### src/rtl/ps2_pkg.sv
// ps2_pkg: shared state type, frame constants and scancode-to-ASCII table for the PS/2 receiver.
package ps2_pkg;
   typedef enum logic [2:0] {S_IDLE, S_START, S_DATA, S_PARITY, S_STOP} ps2_state_e;
   localparam int         FRAME_BITS = 11;
   localparam logic [7:0] SC_BREAK   = 8'hF0;
   localparam logic [7:0] SC_EXT     = 8'hE0;
   localparam logic [7:0] SC_LSHIFT  = 8'h12;
   localparam logic [7:0] SC_RSHIFT  = 8'h59;

   // Returns 0 for codes with no printable/control mapping.
   function automatic logic [7:0] sc2ascii(input logic [7:0] sc, input logic shift);
      logic [7:0] a;
      a = 8'h00;
      case (sc)
         8'h1C: a = "a";  8'h32: a = "b";  8'h21: a = "c";  8'h23: a = "d";
         8'h24: a = "e";  8'h2B: a = "f";  8'h34: a = "g";  8'h33: a = "h";
         8'h43: a = "i";  8'h3B: a = "j";  8'h42: a = "k";  8'h4B: a = "l";
         8'h3A: a = "m";  8'h31: a = "n";  8'h44: a = "o";  8'h4D: a = "p";
         8'h15: a = "q";  8'h2D: a = "r";  8'h1B: a = "s";  8'h2C: a = "t";
         8'h3C: a = "u";  8'h2A: a = "v";  8'h1D: a = "w";  8'h22: a = "x";
         8'h35: a = "y";  8'h1A: a = "z";
         8'h16: a = shift ? "!" : "1";  8'h1E: a = shift ? "@" : "2";
         8'h26: a = shift ? "#" : "3";  8'h25: a = shift ? "$" : "4";
         8'h2E: a = shift ? "%" : "5";  8'h36: a = shift ? "^" : "6";
         8'h3D: a = shift ? "&" : "7";  8'h3E: a = shift ? "*" : "8";
         8'h46: a = shift ? "(" : "9";  8'h45: a = shift ? ")" : "0";
         8'h29: a = " ";
         8'h5A: a = 8'h0A;
         8'h66: a = 8'h08;
         default: a = 8'h00;
      endcase
      if (shift && a >= "a" && a <= "z") a = a - 8'h20;
      return a;
   endfunction
endpackage

### src/rtl/ps2_fifo.sv
// ps2_fifo: first-word fall-through receive FIFO; pop wins room for a same-cycle push when full.
module ps2_fifo #(
   parameter int DEPTH = 8,
   parameter int W     = 8
) (
   input  logic         clk_i,
   input  logic         rst_ni,
   input  logic         push_i,
   input  logic [W-1:0] din_i,
   input  logic         pop_i,
   output logic [W-1:0] dout_o,
   output logic         full_o,
   output logic         empty_o
);
   localparam int AW = $clog2(DEPTH);

   logic [W-1:0]  mem [DEPTH];
   logic [AW-1:0] wr_q, rd_q;
   logic [AW:0]   cnt_q;
   logic          do_pop, do_push;

   assign empty_o = cnt_q == '0;
   assign full_o  = cnt_q == (AW+1)'(DEPTH);
   assign do_pop  = pop_i && !empty_o;
   assign do_push = push_i && (!full_o || do_pop);
   assign dout_o  = empty_o ? '0 : mem[rd_q];

   always_ff @(posedge clk_i)
      if (do_push) mem[wr_q] <= din_i;

   always_ff @(posedge clk_i or negedge rst_ni)
      if (!rst_ni) begin
         wr_q  <= '0;
         rd_q  <= '0;
         cnt_q <= '0;
      end else begin
         wr_q  <= wr_q + AW'(do_push);
         rd_q  <= rd_q + AW'(do_pop);
         cnt_q <= cnt_q + (AW+1)'(do_push) - (AW+1)'(do_pop);
      end
endmodule

### src/rtl/ps2_keyboard.sv
// ps2_keyboard: PS/2 device-to-host receiver (synchroniser, clock glitch filter, deframer, FIFO).
// Define PS2_ASCII_EN to translate make codes to ASCII ahead of the FIFO.
module ps2_keyboard
   import ps2_pkg::*;
#(
   parameter int FIFO_DEPTH  = 8,
   parameter int FILTER_LEN  = 4,
   parameter int TIMEOUT_CYC = 50000
) (
   input  logic       sys_clk_i,
   input  logic       rst_ni,
   input  logic       ps2_clk_i,
   input  logic       ps2_data_i,
   input  logic       rd_en_i,
   input  logic       clr_err_i,
   output logic [7:0] data_out_o,
   output logic       valid_o,
   output logic       overflow_o,
   output logic       parity_err_o
);
   localparam int FW = $clog2(FILTER_LEN + 1);
   localparam int TW = $clog2(TIMEOUT_CYC + 1);

   logic [1:0]    clk_sync_q, dat_sync_q;
   logic          clk_filt_q;
   logic [FW-1:0] filt_cnt_q;
   ps2_state_e    state_q;
   logic [7:0]    sr_q;
   logic [2:0]    bit_q;
   logic          bad_q, par_q, err_q, ovf_q;
   logic [TW-1:0] tmo_q;
   logic          fall, din, rx_v, push, full, empty;
   logic [7:0]    rx_b, push_b;

   // A level change is accepted only after FILTER_LEN consecutive differing samples.
   assign fall = clk_filt_q && !clk_sync_q[1] && filt_cnt_q == FW'(FILTER_LEN - 1);
   assign din  = dat_sync_q[1];
   assign rx_v = fall && state_q == S_STOP && !bad_q && par_q && din;
   assign rx_b = sr_q;

   always_ff @(posedge sys_clk_i or negedge rst_ni)
      if (!rst_ni) begin
         clk_sync_q <= 2'b11;
         dat_sync_q <= 2'b11;
         clk_filt_q <= 1'b1;
         filt_cnt_q <= '0;
      end else begin
         clk_sync_q <= {clk_sync_q[0], ps2_clk_i};
         dat_sync_q <= {dat_sync_q[0], ps2_data_i};
         if (clk_sync_q[1] == clk_filt_q) filt_cnt_q <= '0;
         else if (filt_cnt_q == FW'(FILTER_LEN - 1)) begin
            clk_filt_q <= clk_sync_q[1];
            filt_cnt_q <= '0;
         end else filt_cnt_q <= filt_cnt_q + 1'b1;
      end

   // Each state consumes the bit named by the edge it waits for; a bad start bit is only reported at stop.
   always_ff @(posedge sys_clk_i or negedge rst_ni)
      if (!rst_ni) begin
         state_q <= S_IDLE;
         sr_q    <= '0;
         bit_q   <= '0;
         bad_q   <= 1'b0;
         par_q   <= 1'b0;
         err_q   <= 1'b0;
         tmo_q   <= '0;
      end else begin
         err_q <= 1'b0;
         tmo_q <= (fall || state_q == S_IDLE) ? '0 : tmo_q + 1'b1;
         if (fall) begin
            case (state_q)
               S_IDLE: begin
                  bad_q   <= din;
                  state_q <= S_START;
               end
               S_START: begin
                  sr_q    <= {din, sr_q[7:1]};
                  bit_q   <= 3'd1;
                  state_q <= S_DATA;
               end
               S_DATA: begin
                  sr_q  <= {din, sr_q[7:1]};
                  bit_q <= bit_q + 3'd1;
                  if (bit_q == 3'd7) state_q <= S_PARITY;
               end
               S_PARITY: begin
                  par_q   <= ^{sr_q, din};
                  state_q <= S_STOP;
               end
               default: begin
                  err_q   <= !rx_v;
                  state_q <= S_IDLE;
               end
            endcase
         end else if (state_q != S_IDLE && tmo_q == TW'(TIMEOUT_CYC - 1)) state_q <= S_IDLE;
      end

`ifdef PS2_ASCII_EN
   logic       brk_q, ext_q, lsh_q, rsh_q, tx_v_q;
   logic [7:0] tx_b_q, asc;

   assign asc = sc2ascii(rx_b, lsh_q || rsh_q);

   always_ff @(posedge sys_clk_i or negedge rst_ni)
      if (!rst_ni) begin
         brk_q  <= 1'b0;
         ext_q  <= 1'b0;
         lsh_q  <= 1'b0;
         rsh_q  <= 1'b0;
         tx_v_q <= 1'b0;
         tx_b_q <= '0;
      end else begin
         tx_v_q <= 1'b0;
         if (rx_v) begin
            if (rx_b == SC_BREAK) brk_q <= 1'b1;
            else if (rx_b == SC_EXT) ext_q <= 1'b1;
            else begin
               brk_q <= 1'b0;
               ext_q <= 1'b0;
               if (!ext_q && rx_b == SC_LSHIFT) lsh_q <= !brk_q;
               else if (!ext_q && rx_b == SC_RSHIFT) rsh_q <= !brk_q;
               else if (!brk_q && !ext_q && asc != 8'h00) begin
                  tx_v_q <= 1'b1;
                  tx_b_q <= asc;
               end
            end
         end
      end

   assign push   = tx_v_q;
   assign push_b = tx_b_q;
`else
   assign push   = rx_v;
   assign push_b = rx_b;
`endif

   ps2_fifo #(.DEPTH(FIFO_DEPTH), .W(8)) u_fifo (
      .clk_i  (sys_clk_i),
      .rst_ni (rst_ni),
      .push_i (push),
      .din_i  (push_b),
      .pop_i  (rd_en_i),
      .dout_o (data_out_o),
      .full_o (full),
      .empty_o(empty)
   );

   always_ff @(posedge sys_clk_i or negedge rst_ni)
      if (!rst_ni) ovf_q <= 1'b0;
      else if (push && full && !rd_en_i) ovf_q <= 1'b1;
      else if (clr_err_i) ovf_q <= 1'b0;

   assign valid_o      = !empty;
   assign overflow_o   = ovf_q;
   assign parity_err_o = err_q;
endmodule
### config.mk
export PLATFORM = sky130hd
export DESIGN_NAME = ps2_keyboard
export DESIGN_NICKNAME = d
export VERILOG_FILES = /design/src/rtl/ps2_pkg.sv /design/src/rtl/ps2_fifo.sv /design/src/rtl/ps2_keyboard.sv
export SDC_FILE = /design/constraint.sdc
export NUM_CORES = 1
export LEC_CHECK = 0
export BUFFER_PORTS_ARGS = -buffer_cell sky130_fd_sc_hd__buf_4
export CAP_MARGIN = 30
export CORE_ASPECT_RATIO = 1.1
export CORE_UTILIZATION = 61
export DETAILED_ROUTE_END_ITERATION = 12
export PLACE_DENSITY = 0.78
export RECOVER_POWER = 50
export SYNTH_ARGS = -nofsm -noshare
export SYNTH_HDL_FRONTEND = slang
export SYNTH_SLANG_ARGS = --single-unit
export TNS_END_PERCENT = 30
### constraint.sdc
create_clock -name sys_clk_i -period 3.36 [get_ports sys_clk_i]
set_input_delay 0.336 -clock sys_clk_i [delete_from_list [all_inputs] [get_ports sys_clk_i]]
set_output_delay 0.336 -clock sys_clk_i [all_outputs]
set_load 0.02 [all_outputs]
==> results.yml <==
cells_and_area:
  nets: 375
  drive_gt1_share_pct: 23.2
  syn2layout_area_growth_pct: 16.4
  fillCellCount: 501
  diodes: 0
  fin_util_pct: 73.3
placed_design:
  hpwl_um: 5180
  numPortBuffers: 16
  gp_congestion: 0.781
synth:
  synth_nets: 344
  synth_area_leaders: "edfxtp_1 (39%), dfrtp_1 (24%), mux4_2 (7.2%)"
  synthArstFlopShare_pct: 44.8
  synth_common_cells: "edfxtp_1 (64), dfrtp_1 (47), nor2_1 (27)"
  yosys_warnings: 0
  ys_types: 48
  synth_top_area_share_pct: 38.6
  synth_edf_count: 64
  synthFlopType: "edfxtp_1"
  synth_cells: 322
  synth-seq-cells: 116
  post-synth-top-count-cell: "edfxtp_1"
  yosysTopAreaCell: "edfxtp_1"
  netlist_area_um2: 4980
  ys_seq_area_share_pct: 64.8
  avgSynthCellArea_um2: 15.5
floorplan:
  floorplan.die_area_um2: 8530
  die_h_um: 96.8
  num_rows: 34
  core_area_um2: 7910
  ios: 17
  die_w_um: 88.2
  start_util_pct: 63.0
sta:
  slew_violations: 0
  layout_min_cycle_time_ns: 2.80
  fmax_mhz: 358
  fin_crit_sh_pct: 83.2
  worst_pin_slew_ns: 1.26
  fin_hold_ws_ns: 0.0506
  rsz0062_at_grt: "false"
  finalSetupTns_ns: 0
  final-hold-violation-count: 0
  fin_skew_ns: 0.00763
  setup_viol: 0
  relSlewSlack_pct: 15.9
global_route:
  grt_pass1_wl_um: 14200
  gr-usage-all-layers_pct: 23.0
  overflow: 0
  antenna_found_initial: 0
  grt_max_degree: 53
  grt_pass1_vias: 2870
route:
  drt-total-wl_um: 8540
  vias: 2739
  vias_per_cell: 5.78
  drt_iter0_drc: 184
  dr.pass1.iters: 4
  wl_per_cell_um: 18.0
  ant_nets: 0
  drcViolationCount: 0
clocking:
  cts_buffer_depth: 2
  cts_sinks: 116
  root_buffer: "clkbuf_8"
  hold_buffers: 3
  post_cts_buffers: 0
  clk_latency_ns: 0.51
  numCtsBuffers: 17
  htreeDepth: 4
  clkTransAtPathRegs_ns: 0.06
  cts_tree: "built"
  ctsResizeCount: 0
critical_path:
  r2r_cells: 10
  critical_path.slowest_cell: "and2_1"
  cp.required_ns: 3.77
  crit_top_cell: "inv_1"
  cp-start-kind: "flip-flop"
  worstPathArrival_ns: 3.21
  crit_type: "reg2reg"
  r2r_slack_ns: 0.56
  r2r-start: "u_fifo.cnt_q[1]$_DFF_PN0_"
  cpLargestDelayFamily: "simple AND/OR/NAND/NOR gates"
  path_max_fanout: 9
  end_kind: "flip-flop"
  path_buf_inv: 3
  slowest_delay_ns: 0.45
  crit_chain: "nor2_1 -> and2_1 -> inv_1 -> and2_1 -> ha_1 -> inv_1 -> ha_1 -> inv_1 -> fa_1 -> xnor2_1"
  r2r_end: "u_fifo.cnt_q[2]$_DFF_PN0_"
hold_path:
  holdPathStages: 2
  hp-class: "in2reg"
  min_from: "rd_en_i"
  worstHoldEndpoint: "overflow_o$_DFFE_PN0P_"
run_status:
  status: "completed"
pwr:
  leakage_nw: 2.31
  ir_drop_uv: 477
  powerDensity_nw_per_um2: 697
  power_mw: 4.04
run:
  max_cap_viol_count: 0
state kept, by name, indices dropped and copies added, names as in the netlist:
name / cells
parity_err_o: 1
u_fifo.rd_q: 3
u_fifo.wr_q: 3
tmo_q: 16
clk_filt_q: 1
overflow_o: 1
u_fifo.mem: 64
state_q: 3
clk_sync_q: 2
par_q: 1
bad_q: 1
u_fifo.cnt_q: 4
bit_q: 3
push_b: 8
dat_sync_q: 2
filt_cnt_q: 3
stage by stage:
step / instances / setup slack (ns) / cell area, um2
after CTS: 473 / 0.540 / 5790
after global placement: 438 / 0.819 / 5190
after global routing: 474 / 0.396 / 5800
final: 474 / 0.565 / 5800
after detailed placement: 438 / 0.695 / 5190
after floorplan: 322 / 0.846 / 4980
cells in the final DEF, fill, tap and decap left out, drive strengths merged, types with 8 or more instances in the layout:
cell    count
buf        14
clkbuf     20
dfrtp      47
edfxtp     64
ha         15
inv        21
mux2       10
mux2i       8
mux4       16
nand2       9
nor2       28
xnor2      16
per-layer routing:
layer	vias up	GRT usage, %	part of all wire (%)
li1	1268	-	-
met1	1382	28.9	41
met3	15	6.66	4.4
met4	0	8.56	1.7
met2	74	37.5	53
met5	-	0	0
kinds of logic after synthesis:
group                      count (synthesis)  share of synthesized area [%]
and+or+nand+nor                           85                           10.1
buffers and inverters                     26                           2.34
AOI/OAI and AO/OA                         22                           3.16
muxes                                     34                           11.1
xor gates and xnor gates                  23                           4.32
adders and majority gates                 16                           4.17
DFF                                      116                           64.8
power by group:
group	switching (mW)	internal (mW)	leakage, nW	total [mW]
sequential	0.144	1.58	1.28	1.73
clock	0.635	1.06	0.265	1.69
combinational	0.334	0.289	0.766	0.623
total	1.11	2.93	2.31	4.04
how the worst max path moves through the flow:
stage          cells after the start  slack [ns]                      start                   endpoint
3_5_place_dp                      10        0.69  u_fifo.cnt_q[1]$_DFF_PN0_  u_fifo.cnt_q[2]$_DFF_PN0_
6_report                          10        0.56  u_fifo.cnt_q[1]$_DFF_PN0_  u_fifo.cnt_q[2]$_DFF_PN0_
2_1_floorplan                     11        0.85  u_fifo.cnt_q[1]$_DFF_PN0_  u_fifo.cnt_q[2]$_DFF_PN0_
5_1_grt                           10        0.40  u_fifo.cnt_q[1]$_DFF_PN0_  u_fifo.cnt_q[2]$_DFF_PN0_
3_3_place_gp                      10        0.82  u_fifo.cnt_q[1]$_DFF_PN0_  u_fifo.cnt_q[2]$_DFF_PN0_
4_1_cts                           10        0.54  u_fifo.cnt_q[1]$_DFF_PN0_  u_fifo.cnt_q[2]$_DFF_PN0_
area by class of cell:
class	instances	area [um2]	share of cell area (%)
flip-flops and latches	116	3230	55.7
clock buffers	17	414	7.14
multi-input cells	180	1640	28.2
inverters	17	63.8	1.10
repair buffers	21	165	2.85
clock inverters	15	155	2.68
well taps	108	135	2.33
(Power assumes the default switching activity.)
